`config.mk`:
```
export PLATFORM = sky130hd
export DESIGN_NAME = dram_cmd_issuer
export DESIGN_NICKNAME = d
export VERILOG_FILES = /design/src/rtl/dram_pkg.sv /design/src/rtl/dram_bank_table.sv /design/src/rtl/dram_cmd_issuer.sv
export SDC_FILE = /design/constraint.sdc
export NUM_CORES = 1
export LEC_CHECK = 0
export ABC_AREA = 1
export BUFFER_PORTS_ARGS = -buffer_cell sky130_fd_sc_hd__buf_4
export CAP_MARGIN = 30
export CORE_UTILIZATION = 56
export DETAILED_ROUTE_END_ITERATION = 16
export PLACE_DENSITY = 0.79
export RECOVER_POWER = 50
export SYNTH_ARGS = -nofsm -noshare
export SYNTH_HDL_FRONTEND = slang
export SYNTH_SLANG_ARGS = --single-unit
```
`constraint.sdc`:
```
create_clock -name clk -period 13.45 [get_ports clk]
set_clock_uncertainty 0.15 [all_clocks]
set_input_delay 2.69 -clock clk [delete_from_list [all_inputs] [get_ports clk]]
set_output_delay 2.69 -clock clk [all_outputs]
set_load 0.01 [all_outputs]
```
`src/rtl/dram_pkg.sv`:
```
// rtl/dram_pkg.sv - shared types, op codes, address fields and timing defaults for dram_cmd_issuer
package dram_pkg;

  typedef enum logic [2:0] {
    CMD_NOP = 3'd0,
    CMD_ACT = 3'd1,
    CMD_RD  = 3'd2,
    CMD_WR  = 3'd3,
    CMD_PRE = 3'd4
  } cmd_type_e;

  typedef logic [2:0] state_t;
  localparam state_t ST_IDLE   = 3'd0;
  localparam state_t ST_DECODE = 3'd1;
  localparam state_t ST_PRE    = 3'd2;
  localparam state_t ST_ACT    = 3'd3;
  localparam state_t ST_COL    = 3'd4;
  localparam state_t ST_DATA   = 3'd5;
  localparam state_t ST_CLOSE  = 3'd6;

  localparam logic [1:0] OP_READ     = 2'd0;
  localparam logic [1:0] OP_WRITE    = 2'd1;
  localparam logic [1:0] OP_FETCH    = 2'd2;
  localparam logic [1:0] OP_READ_ALT = 2'd3;

  localparam int ADDR_W  = 33;
  localparam int BG_LSB  = 6;
  localparam int BG_W    = 2;
  localparam int BA_LSB  = 8;
  localparam int BA_W    = 2;
  localparam int COL_LSB = 10;
  localparam int COL_W   = 8;
  localparam int ROW_LSB = 18;
  localparam int ROW_W   = 15;

  localparam int DEF_T_RCD   = 24;
  localparam int DEF_T_RP    = 24;
  localparam int DEF_T_RAS   = 52;
  localparam int DEF_T_CL    = 24;
  localparam int DEF_T_CWL   = 20;
  localparam int DEF_T_BURST = 4;
  localparam int DEF_CNT_W   = 7;

  function automatic logic is_write(input logic [1:0] op);
    return op == OP_WRITE;
  endfunction

endpackage

```
`src/rtl/dram_bank_table.sv`:
```
// rtl/dram_bank_table.sv - open flag, open row and saturating timer for each of the 16 banks
module dram_bank_table import dram_pkg::*; #(
  parameter int CNT_W = DEF_CNT_W,
  parameter int T_RAS = DEF_T_RAS,
  parameter int T_RP  = DEF_T_RP
) (
  input  logic             clk,
  input  logic             rst,
  input  logic [3:0]       idx,
  input  logic             act_en,
  input  logic             pre_en,
  input  logic [ROW_W-1:0] act_row,
  output logic             bk_open,
  output logic [ROW_W-1:0] bk_row,
  output logic             bk_zero
);

  // Stored as V-1 so a load on cycle C reads zero on cycle C+V.
  localparam logic [CNT_W-1:0] LD_RAS = CNT_W'(T_RAS - 1);
  localparam logic [CNT_W-1:0] LD_RP  = CNT_W'(T_RP - 1);

  logic [15:0]                  open_q, open_d;
  logic [15:0][ROW_W-1:0]       row_q, row_d;
  logic [15:0][CNT_W-1:0]       cnt_q, cnt_d;

  always_comb begin
    open_d = open_q;
    row_d  = row_q;
    for (int i = 0; i < 16; i++) begin
      cnt_d[i] = (cnt_q[i] == '0) ? '0 : cnt_q[i] - CNT_W'(1);
      if (idx == 4'(i)) begin
        if (act_en) begin
          open_d[i] = 1'b1;
          row_d[i]  = act_row;
          cnt_d[i]  = LD_RAS;
        end else if (pre_en) begin
          open_d[i] = 1'b0;
          cnt_d[i]  = LD_RP;
        end
      end
    end
  end

  always_ff @(posedge clk or posedge rst) begin
    if (rst) begin
      open_q <= '0;
      row_q  <= '0;
      cnt_q  <= '0;
    end else begin
      open_q <= open_d;
      row_q  <= row_d;
      cnt_q  <= cnt_d;
    end
  end

  assign bk_open = open_q[idx];
  assign bk_row  = row_q[idx];
  assign bk_zero = (cnt_q[idx] == '0);

endmodule

```
`src/rtl/dram_cmd_issuer.sv`:
```
// rtl/dram_cmd_issuer.sv - DDR4 PRE/ACT/RD/WR sequencer for one queued request at a time
// OPEN_PAGE_EN defined keeps rows open; undefined closes the row (PRE) before completing.
module dram_cmd_issuer import dram_pkg::*; #(
  parameter int T_RCD   = DEF_T_RCD,
  parameter int T_RP    = DEF_T_RP,
  parameter int T_RAS   = DEF_T_RAS,
  parameter int T_CL    = DEF_T_CL,
  parameter int T_CWL   = DEF_T_CWL,
  parameter int T_BURST = DEF_T_BURST,
  parameter int CNT_W   = DEF_CNT_W
) (
  input  logic        clk,
  input  logic        rst,
  input  logic        req_valid,
  output logic        req_ready,
  input  logic [1:0]  req_op,
  input  logic [32:0] req_addr,
  output logic        cmd_valid,
  output logic [2:0]  cmd_type,
  output logic [1:0]  cmd_bg,
  output logic [1:0]  cmd_ba,
  output logic [14:0] cmd_row,
  output logic [7:0]  cmd_col,
  output logic        done_valid,
  output logic [1:0]  done_op
);

  localparam logic [CNT_W-1:0] LD_RCD = CNT_W'(T_RCD - 1);
  localparam logic [CNT_W-1:0] LD_RD  = CNT_W'(T_CL + T_BURST - 1);
  localparam logic [CNT_W-1:0] LD_WR  = CNT_W'(T_CWL + T_BURST - 1);

  state_t             state_q, state_d;
  logic               ready_q, ready_d;
  logic [1:0]         op_q, op_d;
  logic [BG_W-1:0]    bg_q, bg_d;
  logic [BA_W-1:0]    ba_q, ba_d;
  logic [ROW_W-1:0]   row_q, row_d;
  logic [COL_W-1:0]   col_q, col_d;
  logic [CNT_W-1:0]   wait_q, wait_d;
  logic               wait_zero;
  logic               act_en, pre_en;
  logic               bk_open, bk_zero;
  logic [ROW_W-1:0]   bk_row;
  logic               unused_addr;

  assign unused_addr = ^req_addr[BG_LSB-1:0];
  assign wait_zero   = (wait_q == '0);
  assign req_ready   = ready_q;

  dram_bank_table #(.CNT_W(CNT_W), .T_RAS(T_RAS), .T_RP(T_RP)) u_bank_table (
    .clk     (clk),
    .rst     (rst),
    .idx     ({bg_q, ba_q}),
    .act_en  (act_en),
    .pre_en  (pre_en),
    .act_row (row_q),
    .bk_open (bk_open),
    .bk_row  (bk_row),
    .bk_zero (bk_zero)
  );

  always_comb begin
    state_d    = state_q;
    op_d       = op_q;
    bg_d       = bg_q;
    ba_d       = ba_q;
    row_d      = row_q;
    col_d      = col_q;
    wait_d     = wait_zero ? '0 : wait_q - CNT_W'(1);
    act_en     = 1'b0;
    pre_en     = 1'b0;
    cmd_valid  = 1'b0;
    cmd_type   = CMD_NOP;
    cmd_bg     = '0;
    cmd_ba     = '0;
    cmd_row    = '0;
    cmd_col    = '0;
    done_valid = 1'b0;
    done_op    = '0;
    case (state_q)
      ST_IDLE: if (req_valid && ready_q) begin
        op_d    = req_op;
        bg_d    = req_addr[BG_LSB +: BG_W];
        ba_d    = req_addr[BA_LSB +: BA_W];
        row_d   = req_addr[ROW_LSB +: ROW_W];
        col_d   = req_addr[COL_LSB +: COL_W];
        state_d = ST_DECODE;
      end
      ST_DECODE: begin
        if (bk_open && bk_row == row_q) state_d = ST_COL;
        else if (bk_open)               state_d = ST_PRE;
        else                            state_d = ST_ACT;
      end
      ST_PRE: if (wait_zero && bk_zero) begin
        pre_en    = 1'b1;
        cmd_valid = 1'b1;
        cmd_type  = CMD_PRE;
        cmd_bg    = bg_q;
        cmd_ba    = ba_q;
        wait_d    = '0;
        state_d   = ST_ACT;
      end
      ST_ACT: if (wait_zero && bk_zero) begin
        act_en    = 1'b1;
        cmd_valid = 1'b1;
        cmd_type  = CMD_ACT;
        cmd_bg    = bg_q;
        cmd_ba    = ba_q;
        cmd_row   = row_q;
        wait_d    = LD_RCD;
        state_d   = ST_COL;
      end
      ST_COL: if (wait_zero) begin
        cmd_valid = 1'b1;
        cmd_type  = is_write(op_q) ? CMD_WR : CMD_RD;
        cmd_bg    = bg_q;
        cmd_ba    = ba_q;
        cmd_col   = col_q;
        wait_d    = is_write(op_q) ? LD_WR : LD_RD;
        state_d   = ST_DATA;
      end
      ST_DATA: if (wait_zero) begin
`ifdef OPEN_PAGE_EN
        done_valid = 1'b1;
        done_op    = op_q;
        state_d    = ST_IDLE;
`else
        state_d    = ST_CLOSE;
`endif
      end
      ST_CLOSE: if (wait_zero && bk_zero) begin
        pre_en     = 1'b1;
        cmd_valid  = 1'b1;
        cmd_type   = CMD_PRE;
        cmd_bg     = bg_q;
        cmd_ba     = ba_q;
        done_valid = 1'b1;
        done_op    = op_q;
        wait_d     = '0;
        state_d    = ST_IDLE;
      end
      default: state_d = ST_IDLE;
    endcase
  end

  // Ready is a flop so it stays low while reset is held, then tracks IDLE.
  assign ready_d = (state_d == ST_IDLE);

  always_ff @(posedge clk or posedge rst) begin
    if (rst) begin
      state_q <= ST_IDLE;
      ready_q <= 1'b0;
      op_q    <= '0;
      bg_q    <= '0;
      ba_q    <= '0;
      row_q   <= '0;
      col_q   <= '0;
      wait_q  <= '0;
    end else begin
      state_q <= state_d;
      ready_q <= ready_d;
      op_q    <= op_d;
      bg_q    <= bg_d;
      ba_q    <= ba_d;
      row_q   <= row_d;
      col_q   <= col_d;
      wait_q  <= wait_d;
    end
  end

endmodule

```
* Word-level counts from Yosys, hierarchy flattened
Index checks and enable logic that the tools add are counted.
** Operators by class
- $add $sub $neg :: 17
- $lt $le $gt $ge :: 1
- Eq/ne operators :: 23
- Multiplexer cells :: 110
- Reductions and logical operators :: 60
** Operators with widths (count)
- $mux 7 :: 69
- $logic_not 7->1 :: 18
- $sub 7x1->7 const B :: 17
- $reduce_and 2->1 :: 33
- $bmux 15 s4 :: 1
- $mux 15 :: 3
- $eq 4x4->1 const B :: 8
- $bmux 7 s4 :: 1
- $mux 3 :: 8
- $pmux 3 s7 :: 1
- $pmux 7 s3 :: 1
- $eq 4x3->1 const B :: 4
- $mux 8 :: 2
- $eq 15x15->1 :: 1
- $mux 2 :: 7
- $mux 1 :: 11
- $eq 3x3->1 const B :: 3
- $pmux 3 s3 :: 1
- $eq 4x2->1 const B :: 2
- $pmux 2 s2 :: 2
- $eq 3x2->1 const B :: 2
- $logic_not 3->1 :: 2
- $lt 4x5->1 const B :: 1
- $bmux 1 s4 :: 1
- other kinds (10) :: 12
** Storage, ports and cells
- Bits in registers :: 408
- Input bits :: 38
- Output and inout port bits :: 35
- Logic and storage cells :: 267

* Longest topological paths before layout
- Word-level depth :: 9
- Depth in mapped cells :: 20
- Gate-level depth less buffers :: 17

* Cells and area by module
A second synthesis with hierarchy kept.
** Second synthesis, totals
- Cells, all modules :: 2578
- Area total of the unflattened synthesis :: 20452.1 um^2
** Modules (own cells, without submodules)
- dram_bank_table :: instances 1, cells an instance 2215, area an instance 18033.5 um^2, seq. area each 9208.8 um^2
- dram_cmd_issuer :: instances 1, cells an instance 363, area an instance 2418.6 um^2, seq. area each 1001.0 um^2

* Least setup slack after synthesis
OpenSTA, ideal clock, no wires.
- Kind :: reg2out
- Start point :: register wait_q[0]
- End point :: output cmd_ba[0]
- Arrival :: 2264 ps
- Data required time :: 10610 ps
- Path slack :: 8346 ps
- Cell stages (with the launch flop) :: 13
- Buffers on the path :: 2
- Cells stage by stage :: dfrtp_1 > inv_1 > ha_1 > nand4_1 > nor2_1 > clkbuf_1 > inv_1 > nor2_1 > inv_1 > clkbuf_1 > nand3_1 > nand2_1 > inv_1
** Between the ends
- Longest elaborated chain between the ends :: 4
- Elaborated cells between the ends (all ways) :: 5
- Those cells by class :: 3 x mux; 2 x reduce/logical
** RTL lines
- from (decl) :: line dram_cmd_issuer.sv:39 : logic [CNT_W-1:0] wait_q, wait_d;
- from (signal assigned) :: line dram_cmd_issuer.sv:167 : wait_q <= wait_d;
- $logic_not 7->1 * :: line dram_cmd_issuer.sv:47 : assign wait_zero = (wait_q == '0);
- $logic_and 1x1->1 :: line dram_cmd_issuer.sv:94, dram_cmd_issuer.sv:103, dram_cmd_issuer.sv:131
- $mux 2 :: line dram_cmd_issuer.sv:94, dram_cmd_issuer.sv:103, dram_cmd_issuer.sv:131
- $pmux 2 s2 * :: line dram_cmd_issuer.sv:80 : case (state_q)
- to (decl) :: line dram_cmd_issuer.sv:21 : output logic [1:0] cmd_ba,
Mark *: on every way between the ends. The rest lies on a longest branch, timed or not.

* Worst setup path after layout
- Start point :: register ba_q[1]
- End point :: output cmd_type[2]
** Between the ends
- Longest elaborated chain between the ends :: 6
** RTL lines
- from (decl) :: line dram_cmd_issuer.sv:36 : logic [BA_W-1:0] ba_q, ba_d;
- from (signal assigned) :: line dram_cmd_issuer.sv:155 : ba_q <= '0;
- from (signal assigned) :: line dram_cmd_issuer.sv:164 : ba_q <= ba_d;
- $bmux 7 s4 :: line dram_bank_table.sv:58 : assign bk_zero = (cnt_q[idx] == '0);
- $mux 7 (implied by the code) :: line dram_bank_table.sv:58
- $logic_not 7->1 :: line dram_bank_table.sv:58
- $logic_and 1x1->1 :: line dram_cmd_issuer.sv:94, dram_cmd_issuer.sv:131
- $mux 3 :: line dram_cmd_issuer.sv:94, dram_cmd_issuer.sv:131
- $pmux 3 s3 :: line dram_cmd_issuer.sv:80
- to (decl) :: line dram_cmd_issuer.sv:19 : output logic [2:0] cmd_type,
No other way between the ends. The select of a mux whose other input is x is not followed.

==> Flow_metrics.wiki <==
{| class="wikitable"
! Metric !! Value
|-
| Status || finished with violations
|-
| Violations in the final reports || capacitance limit, slew limit
|-
| Routed vias || 17,466
|-
| Vertical extent of the die || 190 µm
|-
| Fillers || 2,808
|-
| Critical-path top delay cell || sky130_fd_sc_hd__clkbuf_1
|-
| CP Capture Point || cmd_type[2]
|-
| Cell type group with the largest total delay on the critical path || buffers and inverters
|-
| Library cell used as clock root buffer || sky130_fd_sc_hd__clkbuf_16
|-
| Die span in x || 190 µm
|-
| Leakage power total || 12.2 nW
|-
| WP data required || 10,610 ps
|-
| Net count after synthesis || 2,716
|-
| Wire length reported by the detailed router || 50,100 µm
|-
| Initial DRC Count || 1,891
|-
| Number of hold-slack violations in the final timing report || 0
|-
| Stages on worst setup path || 17
|-
| Max-slew headroom || -161%
|-
| H-tree depth || 2
|-
| Element type at the critical path end || output port
|-
| Insertion delay to the later sink of the worst-skew pair || 540 ps
|-
| Total clock buffers created by CTS || 43
|-
| Sequential Area || 0.0102 mm²
|-
| I/O pin cnt || 73
|-
| Synth Warn # || 0
|-
| Number of search-and-repair iterations in the first detailed-routing pass || 6
|-
| DRC violation count after routing || 0
|-
| Number of nets with antenna violations after routing || 0
|-
| Transition at the pin with the smallest max-transition slack || 3920 ps
|-
| Met3 wire len || 3880 µm
|-
| Count of maximum capacitance violations || 6
|-
| TritonCTS clock tree || built
|-
| Worst path most repeated cell || sky130_fd_sc_hd__nand2_1
|-
| First-pass GRT wire length || 83,200 µm
|-
| Overall die area || 0.0361 mm²
|-
| Fraction of final layout cells sized beyond drive strength 1 || 6.96%
|-
| Area growth syn-to-layout || 11.9%
|-
| Count of mapped cells out of synthesis || 2,661
|-
| FF-to-FF Start || ba_q[1]
|-
| Antenna Diode Count || 0
|-
| Share of Yosys cell area claimed by the top area cell type || 51.6%
|-
| Clock group share of total power || 50.9%
|-
| Critical setup path kind || reg -> out
|-
| Number of global-route vias before repair || 16,835
|-
| Cells on worst reg2reg path || 18
|-
| Total global-route track usage || 28.6%
|-
| Tcrit/Tclk final || 75.5%
|-
| # port buffers || 66
|-
| Biggest area consumer among synthesized cells || sky130_fd_sc_hd__dfrtp_1
|-
| Worst hold path type || reg -> reg
|-
| Via density per instance || 5.51
|-
| Multi-input gate area || 0.00810 mm²
|-
| Post-CTS setup-driven buffer insertion count || 0
|-
| Ranking of synthesized cells by area || sky130_fd_sc_hd__dfrtp_1 52%, sky130_fd_sc_hd__nand2_1 20%, sky130_fd_sc_hd__o21ai_1 5.4%
|-
| Ordered list of cells on the worst path || inv_1 > clkbuf_1 > nor2_1 > clkbuf_1 > nand2_1 > nand2_1 > nor2_1 > nand2_1 > nor2_1 > nand2_1 > nand2_1 > nand2_1 > nor2_4 > nand3_1 > buf_4 > inv_1 > buf_4
|-
| Switching Power || 0.000515 W
|-
| Power density normalized to cell area || 116 mW/mm²
|-
| Timing startpoint of the critical path || ba_q[1]
|-
| M1 wire length || 21,500 µm
|-
| Netlist Area Pre-Place || 0.0198 mm²
|-
| Endpoint of the most critical register-to-register path || u_bank_table.row_q[160]
|-
| Cts-stage hold buffer count || 0
|-
| Worst setup SP type || flop
|-
| Share of synthesized registers carrying an async set or reset || 100%
|-
| Primary flip-flop cell chosen by synthesis mapping || sky130_fd_sc_hd__dfrtp_1
|-
| Design Power || 0.00257 W
|-
| Number of sinks on the clock net || 408
|-
| Number of rows in the core area || 68
|-
| Layout net count || 2,735
|-
| Starting Density || 57.1%
|-
| Number of buffers on the longest clock path || 3
|-
| Number of setup violations in the final report || 0
|-
| Number of gates resized after CTS || 0
|-
| WL per Instance || 15.8 µm
|-
| Switching share of power || 20.0%
|-
| Peak Freq || 98.4 MHz
|-
| Hold path start || wait_q[0]
|-
| Pin count of the biggest net entering global routing || 85
|-
| Total negative slack || 0 ps
|-
| Total half-perimeter wirelength after legalization and detailed placement || 32,200 µm
|-
| Met2 WL post-DR || 23,400 µm
|-
| Portion of total power attributed to combinational logic || 1.3%
|-
| Seq/Total Area, Yosys || 51.6%
|-
| Setup slack, reg-to-reg || 5850 ps
|-
| Worst Path Max Fanout || 50
|-
| Commonest non-fill, non-tap cells in the layout || 1,037 x sky130_fd_sc_hd__nand2_1, 406 x sky130_fd_sc_hd__dfrtp_1, 242 x sky130_fd_sc_hd__inv_1
|-
| Min Tclk post-route || 10,160 ps
|-
| Register bit count reported by yosys || 408
|-
| Crit path arrival time || 7320 ps
|-
| Total congestion overflow after global routing || 0
|-
| Unrepaired setup endpoints after global routing || no
|-
| Worst vdd ir || 99.0 µV
|-
| EDFF count, synth || 0
|-
| Routability congestion estimate from global placement || 0.880
|-
| Highest layer used for signal routing || met4
|-
| Number of antenna violations at the first check in global routing || 0
|-
| Max Transition Viols Final || 343
|-
| Count of different cell masters after synthesis || 30
|-
| Leading cell type in the layout, fill and taps excluded || sky130_fd_sc_hd__nand2_1
|-
| Avg Synthesized Cell Area || 7.43 µm²
|-
| Clock Pin Slew Worst Setup and Hold Paths || 60 ps
|-
| Core region area || 0.0346 mm²
|-
| Sequential share of power || 47.8%
|-
| Internal power component || 0.00205 W
|-
| Worst path max stage delay || 2030 ps
|-
| Number of buffer and inverter stages on the critical path || 6
|}
[logic make-up after synthesis]
group / synth area share, %
simple gates: 27.1
compound gates: 12.0
flops: 51.6
buf+inv: 7.39
xor+xnor: 0.753
fa+ha+maj: 1.08
[state kept, by name, indices dropped and copies added (netlist names)]
name	count
ba_q	2
bg_q	2
col_q	8
op_q	2
req_ready	1
row_q	15
state_q	3
u_bank_table.cnt_q	112
u_bank_table.open_q	16
u_bank_table.row_q	240
wait_q	7
[power groups by stage]
| stage | logic, W | registers (W) | clock network, W |
|---|---|---|---|
| final | 0.0000325 | 0.00123 | 0.00131 |
| after floorplan | 0.0000179 | 0.00125 | 0 |
| after global routing | 0.0000381 | 0.00123 | 0.00137 |
| after CTS | 0.0000332 | 0.00123 | 0.00132 |
| after global placement | 0.0000326 | 0.00125 | 0 |
| after detailed placement | 0.0000330 | 0.00125 | 0 |
[worst min path at each step]
stage / endpoint / slack (ps) / depth (start not counted)
after global routing: wait_q[0] / 320 / 1
after detailed placement: u_bank_table.cnt_q[83] / 300 / 2
final: wait_q[0] / 310 / 1
after CTS: wait_q[0] / 310 / 1
after global placement: wait_q[0] / 290 / 1
after floorplan: wait_q[0] / 270 / 1
[cell type report]
cell class / instances / area share [%]
flip-flops and latches: 408 / 46.2
inverters: 252 / 4.28
clock inverters: 20 / 1.38
well taps: 455 / 2.57
clock buffers: 59 / 5.78
multi-input cells: 1881 / 36.6
repair buffers: 94 / 3.20
[synth_stat cells, types with 17 or more instances]
cell / n
sky130_fd_sc_hd__dfrtp_1: 408
sky130_fd_sc_hd__nor2_1: 233
sky130_fd_sc_hd__a21oi_1: 56
sky130_fd_sc_hd__nand3_1: 54
sky130_fd_sc_hd__buf_2: 48
sky130_fd_sc_hd__clkbuf_1: 60
sky130_fd_sc_hd__ha_1: 17
sky130_fd_sc_hd__o21ai_0: 189
sky130_fd_sc_hd__nor3_1: 26
sky130_fd_sc_hd__nand2_1: 1037
sky130_fd_sc_hd__o21ai_1: 213
sky130_fd_sc_hd__inv_1: 242
[stage by stage]
stage / std cells / instance area (µm²) / utilization [%] / setup slack (ps) / hold slack [ps]
after CTS: 3167 / 22100 / 63.9 / 5970 / 314
after global routing: 3169 / 22100 / 63.9 / 2840 / 324
after floorplan: 2661 / 19800 / - / 5110 / 268
after detailed placement: 3088 / 20500 / 59.3 / 6540 / 303
after global placement: 3087 / 20500 / 59.3 / 6550 / 287
final: 3169 / 22100 / 63.9 / 3290 / 310
[routing by layer]
metal	vias to the layer above	track usage (%)
met2	730	46.0
li1	8343	-
met4	0	9.68
met3	109	4.83
met5	-	0
met1	8284	39.4
No activity file was read; power rests on OpenSTA's default activity.
